<file path="src/rtl/lpf_sequencer_if.sv">
// Configuration request channel from a coefficient requester to the sequencer.
interface lpf_sequencer_if #(
    parameter int unsigned MULTIPLIER_BITS = 27
);
    logic [MULTIPLIER_BITS-1:0] cfg_alpha;
    logic                       cfg_flush;
    logic                       cfg_valid;
    logic                       cfg_ready;

    modport master (
        output cfg_alpha,
        output cfg_flush,
        output cfg_valid,
        input  cfg_ready
    );

    modport slave (
        input  cfg_alpha,
        input  cfg_flush,
        input  cfg_valid,
        output cfg_ready
    );
endinterface

</file>
<file path="src/rtl/lpf_sequencer.sv">
// Sample-strobe generator and coefficient configurator for one tustin low-pass filter.
// Coefficient updates land on a strobe edge, optionally followed by a filter flush and
// a masked settling window before filter output is forwarded again.
module lpf_sequencer #(
    parameter int unsigned MULTIPLIER_BITS = 27,
    parameter int unsigned OUTPUT_BITS     = 32,
    parameter int unsigned DIV_BITS        = 16,
    parameter int unsigned SETTLE_BITS     = 16,
    parameter int unsigned FLUSH_CYCLES    = 4
) (
    input  logic                       clk,
    input  logic                       rst_n,
    input  logic                       enable,
    input  logic [DIV_BITS-1:0]        rate_div,
    input  logic [SETTLE_BITS-1:0]     settle_len,
    lpf_sequencer_if.slave             cfg,
    output logic                       lpf_in_valid,
    output logic [MULTIPLIER_BITS-1:0] lpf_alpha,
    output logic                       lpf_rst,
    input  logic [OUTPUT_BITS-1:0]     lpf_out,
    input  logic                       lpf_out_valid,
    output logic [OUTPUT_BITS-1:0]     out,
    output logic                       out_valid,
    output logic                       busy
);

    localparam int unsigned FLUSH_W = (FLUSH_CYCLES > 1) ? $clog2(FLUSH_CYCLES) : 1;

    typedef enum logic [2:0] {
        ST_IDLE,
        ST_RUN,
        ST_APPLY,
        ST_FLUSH,
        ST_SETTLE
    } state_t;

    state_t state, next_state;

    logic [DIV_BITS-1:0]        div_cnt,    div_cnt_d;
    logic [DIV_BITS-1:0]        rate_q,     rate_q_d;
    logic [FLUSH_W-1:0]         fl_cnt,     fl_cnt_d;
    logic [SETTLE_BITS-1:0]     set_cnt,    set_cnt_d;
    logic [SETTLE_BITS-1:0]     settle_q,   settle_q_d;
    logic [MULTIPLIER_BITS-1:0] pend_alpha, pend_alpha_d;
    logic                       pend_flush, pend_flush_d;

    logic [MULTIPLIER_BITS-1:0] lpf_alpha_d;
    logic [OUTPUT_BITS-1:0]     out_d;
    logic                       lpf_in_valid_d, lpf_rst_d, out_valid_d, cfg_ready_d, busy_d;

    logic active, strobe_hit, accept, flush_done, settle_done, busy_state;

    // Shared decodes: strobe-generating states, divider wrap, handshake, phase completions.
    always_comb begin
        active      = (state == ST_RUN) || (state == ST_APPLY) || (state == ST_SETTLE);
        busy_state  = (state == ST_APPLY) || (state == ST_FLUSH) || (state == ST_SETTLE);
        strobe_hit  = active && (div_cnt == rate_q);
        accept      = cfg.cfg_valid && cfg.cfg_ready;
        flush_done  = (fl_cnt == FLUSH_W'(FLUSH_CYCLES - 1));
        settle_done = lpf_out_valid && (set_cnt == settle_q - SETTLE_BITS'(1));
    end

    // State register.
    always_ff @(posedge clk) begin
        if (!rst_n) begin
            state <= ST_IDLE;
        end else begin
            state <= next_state;
        end
    end

    // Next-state logic; dropping enable always returns to IDLE.
    always_comb begin
        next_state = state;
        if (!enable) begin
            next_state = ST_IDLE;
        end else begin
            unique case (state)
                ST_IDLE:   next_state = ST_RUN;
                ST_RUN:    if (accept) next_state = ST_APPLY;
                ST_APPLY: begin
                    if (strobe_hit) begin
                        if (pend_flush)              next_state = ST_FLUSH;
                        else if (settle_q == '0)     next_state = ST_RUN;
                        else                         next_state = ST_SETTLE;
                    end
                end
                ST_FLUSH: begin
                    if (flush_done) begin
                        next_state = (settle_q == '0) ? ST_RUN : ST_SETTLE;
                    end
                end
                ST_SETTLE: if (settle_done) next_state = ST_RUN;
                default:   next_state = ST_IDLE;
            endcase
        end
    end

    // Next values for counters, pending config and the registered outputs.
    always_comb begin
        div_cnt_d      = '0;
        rate_q_d       = rate_q;
        fl_cnt_d       = '0;
        set_cnt_d      = '0;
        settle_q_d     = settle_q;
        pend_alpha_d   = pend_alpha;
        pend_flush_d   = pend_flush;
        lpf_alpha_d    = lpf_alpha;
        out_d          = out;
        lpf_in_valid_d = strobe_hit && enable;
        lpf_rst_d      = (next_state == ST_FLUSH);
        out_valid_d    = lpf_out_valid && (state != ST_SETTLE);
        cfg_ready_d    = (next_state == ST_IDLE) || (next_state == ST_RUN);
        busy_d         = (next_state == ST_APPLY) || (next_state == ST_FLUSH) ||
                         (next_state == ST_SETTLE);

        // Divider free-runs in strobe states, resampling rate_div whenever it sits at zero.
        if (active && enable && !strobe_hit) begin
            div_cnt_d = div_cnt + DIV_BITS'(1);
        end
        if (!active || strobe_hit) begin
            rate_q_d = rate_div;
        end

        if (state == ST_FLUSH) begin
            fl_cnt_d = fl_cnt + FLUSH_W'(1);
        end
        if (state == ST_SETTLE) begin
            set_cnt_d = lpf_out_valid ? set_cnt + SETTLE_BITS'(1) : set_cnt;
        end

        if (accept) begin
            pend_alpha_d = cfg.cfg_alpha;
            pend_flush_d = cfg.cfg_flush;
            settle_q_d   = settle_len;
        end

        // IDLE accepts (or a RUN accept coinciding with disable) take effect immediately.
        if (accept && (next_state == ST_IDLE)) begin
            lpf_alpha_d = cfg.cfg_alpha;
        end
        if ((state == ST_APPLY && strobe_hit) || (busy_state && !enable)) begin
            lpf_alpha_d = pend_alpha;
        end

        if (out_valid_d) begin
            out_d = lpf_out;
        end
    end

    // Datapath and output registers.
    always_ff @(posedge clk) begin
        if (!rst_n) begin
            div_cnt       <= '0;
            rate_q        <= '0;
            fl_cnt        <= '0;
            set_cnt       <= '0;
            settle_q      <= '0;
            pend_alpha    <= '0;
            pend_flush    <= 1'b0;
            lpf_alpha     <= '0;
            lpf_in_valid  <= 1'b0;
            lpf_rst       <= 1'b1;
            out           <= '0;
            out_valid     <= 1'b0;
            cfg.cfg_ready <= 1'b0;
            busy          <= 1'b0;
        end else begin
            div_cnt       <= div_cnt_d;
            rate_q        <= rate_q_d;
            fl_cnt        <= fl_cnt_d;
            set_cnt       <= set_cnt_d;
            settle_q      <= settle_q_d;
            pend_alpha    <= pend_alpha_d;
            pend_flush    <= pend_flush_d;
            lpf_alpha     <= lpf_alpha_d;
            lpf_in_valid  <= lpf_in_valid_d;
            lpf_rst       <= lpf_rst_d;
            out           <= out_d;
            out_valid     <= out_valid_d;
            cfg.cfg_ready <= cfg_ready_d;
            busy          <= busy_d;
        end
    end

endmodule

</file>
<file path="src/flat_wrapper.sv">
// flat-port wrapper written by rule: the top's interface ports become plain ports
module lpf_sequencer_flat 
#(
    parameter int unsigned MULTIPLIER_BITS = 27,
    parameter int unsigned OUTPUT_BITS     = 32,
    parameter int unsigned DIV_BITS        = 16,
    parameter int unsigned SETTLE_BITS     = 16,
    parameter int unsigned FLUSH_CYCLES    = 4
)
  (clk, rst_n, enable, rate_div, settle_len, lpf_in_valid, lpf_alpha, lpf_rst, lpf_out, lpf_out_valid, out, out_valid, busy, cfg_cfg_alpha, cfg_cfg_flush, cfg_cfg_valid, cfg_cfg_ready);
  lpf_sequencer_if #(.MULTIPLIER_BITS(MULTIPLIER_BITS)) cfg_i ();
  input  logic clk;
  input  logic rst_n;
  input  logic enable;
  input  logic [DIV_BITS-1:0] rate_div;
  input  logic [SETTLE_BITS-1:0] settle_len;
  output logic lpf_in_valid;
  output logic [MULTIPLIER_BITS-1:0] lpf_alpha;
  output logic lpf_rst;
  input  logic [OUTPUT_BITS-1:0] lpf_out;
  input  logic lpf_out_valid;
  output logic [OUTPUT_BITS-1:0] out;
  output logic out_valid;
  output logic busy;
  input wire logic [$bits(cfg_i.cfg_alpha)-1:0] cfg_cfg_alpha;
  input wire logic [$bits(cfg_i.cfg_flush)-1:0] cfg_cfg_flush;
  input wire logic [$bits(cfg_i.cfg_valid)-1:0] cfg_cfg_valid;
  output wire logic [$bits(cfg_i.cfg_ready)-1:0] cfg_cfg_ready;
  assign cfg_i.cfg_alpha = cfg_cfg_alpha;
  assign cfg_i.cfg_flush = cfg_cfg_flush;
  assign cfg_i.cfg_valid = cfg_cfg_valid;
  assign cfg_cfg_ready = cfg_i.cfg_ready;
  lpf_sequencer #(.MULTIPLIER_BITS(MULTIPLIER_BITS), .OUTPUT_BITS(OUTPUT_BITS), .DIV_BITS(DIV_BITS), .SETTLE_BITS(SETTLE_BITS), .FLUSH_CYCLES(FLUSH_CYCLES)) u_core (.clk(clk), .rst_n(rst_n), .enable(enable), .rate_div(rate_div), .settle_len(settle_len), .cfg(cfg_i), .lpf_in_valid(lpf_in_valid), .lpf_alpha(lpf_alpha), .lpf_rst(lpf_rst), .lpf_out(lpf_out), .lpf_out_valid(lpf_out_valid), .out(out), .out_valid(out_valid), .busy(busy));
endmodule
</file>
<file path="config.mk">
export PLATFORM = sky130hd
export DESIGN_NAME = lpf_sequencer_flat
export DESIGN_NICKNAME = d
export VERILOG_FILES = /design/src/rtl/lpf_sequencer_if.sv /design/src/rtl/lpf_sequencer.sv /design/src/flat_wrapper.sv
export SDC_FILE = /design/constraint.sdc
export NUM_CORES = 1
export LEC_CHECK = 0
export CAP_MARGIN = 30
export CELL_PAD_IN_SITES_DETAIL_PLACEMENT = 1
export CELL_PAD_IN_SITES_GLOBAL_PLACEMENT = 1
export CORE_ASPECT_RATIO = 1.2
export CORE_MARGIN = 2
export CORE_UTILIZATION = 40
export DETAILED_ROUTE_END_ITERATION = 16
export GPL_TIMING_DRIVEN = 0
export PLACE_DENSITY_LB_ADDON = 0.1
export SLEW_MARGIN = 20
export SYNTH_ARGS = -nofsm -noshare
export SYNTH_HDL_FRONTEND = slang
export SYNTH_SLANG_ARGS = --single-unit
</file>
<file path="constraint.sdc">
create_clock -name clk -period 6.6 [get_ports clk]
set_clock_uncertainty 0.2 [all_clocks]
set_input_delay 0.99 -clock clk [delete_from_list [all_inputs] [get_ports clk]]
set_output_delay 0.99 -clock clk [all_outputs]
set_load 0.01 [all_outputs]
</file>
Word-level counts from Yosys, hierarchy flattened
Cells that the tools add are included.
{"block": "classes", "bitwise": 0, "add_sub_neg": 4, "div": 0, "mux": 10, "shifts": 0, "eq_ne": 12, "order_cmp": 0, "mul": 0, "n_reduce_logical": 29}
{"op": "27-bit 2-to-1 mux", "n": 2}
{"op": "16-bit by 1-bit adder with 16-bit output, second input constant", "n": 2}
{"op": "16-bit == test", "n": 2}
{"op": "3-bit 2-to-1 mux", "n": 7}
{"op": "16-bit zero test", "n": 1}
{"op": "16-bit by 1-bit subtractor with 16-bit output, second input constant", "n": 1}
{"op": "3-bit one-hot mux with 5 select lines", "n": 1}
{"op": "3-bit by 2-bit == test with 1-bit output, second input constant", "n": 4}
{"op": "1-bit logical AND", "n": 10}
{"op": "1-bit logical OR", "n": 9}
{"op": "3-bit by 1-bit == test with 1-bit output, second input constant", "n": 2}
{"op": "3-bit == test, second input constant", "n": 2}
{"op": "3-bit zero test", "n": 2}
{"op": "2-bit AND reduction", "n": 3}
{"op": "1-bit zero test", "n": 3}
{"op": "3-bit != test, second input constant", "n": 1}
{"op": "2-bit by 1-bit adder with 2-bit output, second input constant", "n": 1}
{"op": "2-bit == test, second input constant", "n": 1}
{"op": "2-bit nonzero test", "n": 1}
{"block": "totals", "input_bits": 97, "latchBits": 0, "rom_bits": 0, "mem_bits_rw": 0, "memories": 0, "regBits": 161, "word_cells": 70}

Depth between registers and ports, before layout
{"block": "depth", "depth_word": 11, "ltp_mapped": 10, "mapped_depth_nobuf": 9}

Worst setup path before layout
OpenSTA, ideal clock, no wires.
{"block": "synth_timing", "path_type": "input-to-reg", "startpoint": "input port lpf_out_valid", "endpoint": "register u_core.set_cnt[13]", "t_required_ns": 6.272, "slack_ns": 4.049, "arrival_ns": 2.223, "cell_stages": 8, "path_cell_list": "clkbuf_1 -> and4_1 -> and3_1 -> nand2_1 -> nor2_1 -> nand3_1 -> xor2_1 -> nor2_1"}
{"element": "from (decl)", "line": "flat_wrapper.sv:21", "source": "input logic lpf_out_valid;"}
{"element": "to (signal assigned)", "line": "lpf_sequencer.sv:172", "source": "set_cnt <= set_cnt_d;"}
{"element": "to (decl)", "line": "lpf_sequencer.sv:42", "source": "logic [SETTLE_BITS-1:0] set_cnt, set_cnt_d;"}

Worst setup path after layout
{"block": "layout_timing", "startpoint": "input port cfg_cfg_valid", "endpoint": "register u_core.lpf_rst"}
{"block": "layout_between", "elab_chain_cells": 5}
{"element": "from (decl)", "line": "flat_wrapper.sv:27", "source": "input wire logic [$bits(cfg_i.cfg_valid)-1:0] cfg_cfg_valid;"}
{"element": "1-bit logical AND", "line": "lpf_sequencer.sv:58", "source": "accept = cfg.cfg_valid && cfg.cfg_ready;"}
{"element": "3-bit 2-to-1 mux", "line": "lpf_sequencer.sv:80", "source": "ST_RUN: if (accept) next_state = ST_APPLY;"}
{"element": "3-bit one-hot mux with 5 select lines", "line": "lpf_sequencer.sv:78", "source": "unique case (state)"}
{"element": "3-bit 2-to-1 mux", "line": "lpf_sequencer.sv:75", "source": "if (!enable) begin"}
{"element": "3-bit by 2-bit == test with 1-bit output", "line": "lpf_sequencer.sv:111", "source": "lpf_rst_d = (next_state == ST_FLUSH);"}
{"element": "to (signal assigned)", "line": "lpf_sequencer.sv:178", "source": "lpf_rst <= lpf_rst_d;"}
{"element": "to (decl)", "line": "lpf_sequencer.sv:19", "source": "output logic lpf_rst,"}
No other way between the ends.
A chain may end at the register's enable or synchronous reset.

==> impl_results.md <==
- Status: complete, no violations
- Post-route cell area: approximately 9400 um2
- Final setup fails: 0
- Largest net degree at the start of global routing: 17
- Share of layout cells above drive strength 1: roughly 4.6%
- Resized Gates After CTS: 0
- Gate Count Post-Synth: about 800
- Switching power: slightly below 0.6 mW
- CTS sink count: approximately 160
- First-pass GRT wire length: 32840 um
- Type of the worst setup path: input pin to flop
- Peak Freq: 335.5 MHz
- DR vias/cell: roughly 5.1
- Element type at the critical path end: flop
- Max Slew Vio Count: 0
- Setup ws final: ~3600 ps
- Fill count: slightly above 2000
- Vias in the first global route: 6592
- CTS tree: built
- Top Family by Delay on Critical Path: compound AO/OA/AOI/OAI gates
- Layout area overhead: 36.26%
- Sequential group share of total power: a little over two fifths
- Final GP Congestion: approximately 0.8
- Fin Setup TNS: 0 ps
- Core area: around 17000 um2
- Final Util: between 50% and 60%
- Drt initial violations: 224
- Netlist Area Pre-Place: about 6900 um2
- Drt wl/cell: about 17 um
- Reg2Reg Launch Point: u_core.div_cnt[6]$_SDFF_PN0_
- YS warnings: 0
- Place WS: 3162 ps
- Largest area contributor in the netlist: dfxtp_1
- Most common cell after layout, fill and taps aside: nand2_1
- Hold Violations, Final: 0
- CP arrival: between 3000 and 4000 ps
- First drt pass iteration count: 4
- PD cells: between 200 and 300 nW/um2
- CP Launch Point: cfg_cfg_valid
- Final Hold Slack: between 200 and 250 ps
- Buf/Inv on CP: 2
- Synth top area share: between 40% and 50%
- ANT cells: 0
- Number of enable flip-flop cells after synthesis: 0
- CTS Buf Count: 17
- Post-DRT Antenna Nets: 0
- #FFs+latches synth: between 150 and 200
- CTS clk-pin slew, worst paths: around 60 ps
- Seq/Total Area, Yosys: between 40 and 50%
- Placed cell areas: about 8800 um2
- Total GRT Usage: a little under a quarter
- Clk_lat worst skew: approximately 430 ps
- Routed wire length: between 20000 and 25000 um
- # hold bufs at CTS: 0
- Vias: 6294
- Most frequent cells in the layout: 170 x nand2_1, 161 x dfxtp_1, 158 x clkdlybuf4s50_1
- Initial antenna violation count: 0
- Top_reg_cell synth: dfxtp_1
- Die ar.: about 18000 um2
- Worst-path fanout max: 9
- HP Class: flop to flop
- Nets: 1100
- Row count: 52
- Met3 global-route usage: under 10%
- Period utilization: 45.16%
- GRT overflow: 0
- Die W: approximately 120 um
- Clock buffer depth: 2
- Die H: roughly 150 um
- Critical-path cell list: clkdlybuf4s50_1 -> and2_1 -> clkbuf_1 -> a21oi_1 -> a311o_1 -> a21o_1 -> o31ai_1
- Yosys cell types: 44
- MaxCap Viol Count: 0
- Grt met1 use: a little over a quarter
- Drt drc: 0
- Post-CTS setup buffer count: 0
- Lkg Pwr: about 3.6 nW
- Number of H-tree levels: 4
- PortBufs: 158
- Switching Fraction: between 20% and 30%
- Post-synth ARST share: 0%
- Syn Nets: between 900 and 1000
- I/O pin count: ~160
- Tmin final: approximately 3000 ps
- Syn Area/Cell: ~8.4 um2
- Hold path start: u_core.fl_cnt[0]$_SDFF_PN0_
- Combinational cell fraction of total power: approximately an eighth
- RSZ-0062 raised after global routing: false
- Worst Tran Pin Value: between 600 and 700 ps
- Detail Placement HPWL: between 10000 and 15000 um
- Worst path max stage delay: approximately 470 ps
- Pint: approximately 1.9 mW
- CP Launch Type: input pin
- Area contributors post-synth: dfxtp_1 47%, nand2_1 9.2%, mux2i_1 6.5%
- Clock power frac: 44.7%
- Peak supply drop: ~0.00016 V
- Global route hottest layer: met2
- Slowest-stage cell, CP: clkdlybuf4s50_1
- Rel. slew slack: 54.47%
- Critical Path RT: about 6700 ps
- Met2 usage: 39.12%
- CTS Root Cell: clkbuf_16
- Initial Utilization: between 40 and 50%
## synth_stat cells (2+ instances only)
cell,instances
nand2_1,170
dfxtp_1,161
nor2_1,94
a21oi_1,83
mux2i_1,45
clkbuf_1,44
xor2_1,42
a211oi_1,27
xnor2_1,20
nand3_1,17
nand4_1,13
nor3_1,10
and3_1,9
nor4_1,9
inv_1,8
o21ai_0,7
buf_2,6
nand2b_1,6
a31oi_1,4
ha_1,4
nor2b_1,4
a21o_1,3
and2_1,3
and4_1,3
nand3b_1,3
nor4_4,3
or4_1,3
a21boi_0,2
a311o_1,2
buf_6,2
o22ai_1,2
## kinds of logic after synthesis
kind of cell | synth area share [%]
simple gates | 22.55
flops | 46.62
compound gates | 12.00
xor+xnor | 7.854
buf+inv | 3.583
mux | 6.677
fa+ha+maj | 0.7239
## flip-flops by register name (all words and copies together) (netlist names)
| name | flops |
|---|---|
| u_core.out_valid | 1 |
| u_core.fl_cnt | 2 |
| u_core.pend_alpha | 27 |
| u_core.lpf_rst | 1 |
| u_core.out | 32 |
| u_core.rate_q | 16 |
| u_core.busy | 1 |
| u_core.settle_q | 16 |
| u_core.pend_flush | 1 |
| u_core.div_cnt | 16 |
| u_core.set_cnt | 16 |
| u_core.lpf_alpha | 27 |
| u_core.lpf_in_valid | 1 |
| u_core.cfg.cfg_ready | 1 |
| u_core.state | 3 |
## area by class of cell
type	count	area (um2)	area share, %
multi-input cells	601	3443	36.55
inverters	8	30.03	0.3187
flip-flops and latches	161	3223	34.21
well taps	216	270.3	2.869
plain buffers	52	217.7	2.311
repair buffers	158	1582	16.79
clock inverters	12	202.7	2.151
clock buffers	19	452.9	4.807
## path summary, 6_finish.rpt
path                                       endpoint  slack, ps  cells past startpoint
setup / recovery          u_core.lpf_rst$_SDFF_PN1_       3620                      7
hold / removal          u_core.fl_cnt[0]$_SDFF_PN0_        240                      1
setup reg to reg  u_core.lpf_alpha[16]$_SDFFE_PN0P_       3740                      9
hold reg to reg         u_core.fl_cnt[0]$_SDFF_PN0_        240                      1
## power by group through the flow
stage | logic [mW] | clock network [mW] | registers (mW)
2_1_floorplan | 0.160 | 0 | 1.07
3_3_place_gp | 0.311 | 0 | 1.06
3_5_place_dp | 0.317 | 0 | 1.07
4_1_cts | 0.320 | 1.12 | 1.05
5_1_grt | 0.349 | 1.17 | 1.05
6_report | 0.317 | 1.10 | 1.05
## stage by stage
step	instances	power, mW
CTS	1227	2.489
global placement	1196	1.376
detailed placement	1196	1.383
finish	1227	2.464
global route	1227	2.567
floorplan	822	1.229
## layer usage
metal	vias to the layer above	part of all wire, %	wire length, um
met2	141	49	10050
met5	-	0	0
met3	31	6.7	1356
met4	0	2.3	461
met1	2988	42	8495
li1	3134	-	-
Power figures use the tool's default switching activity.
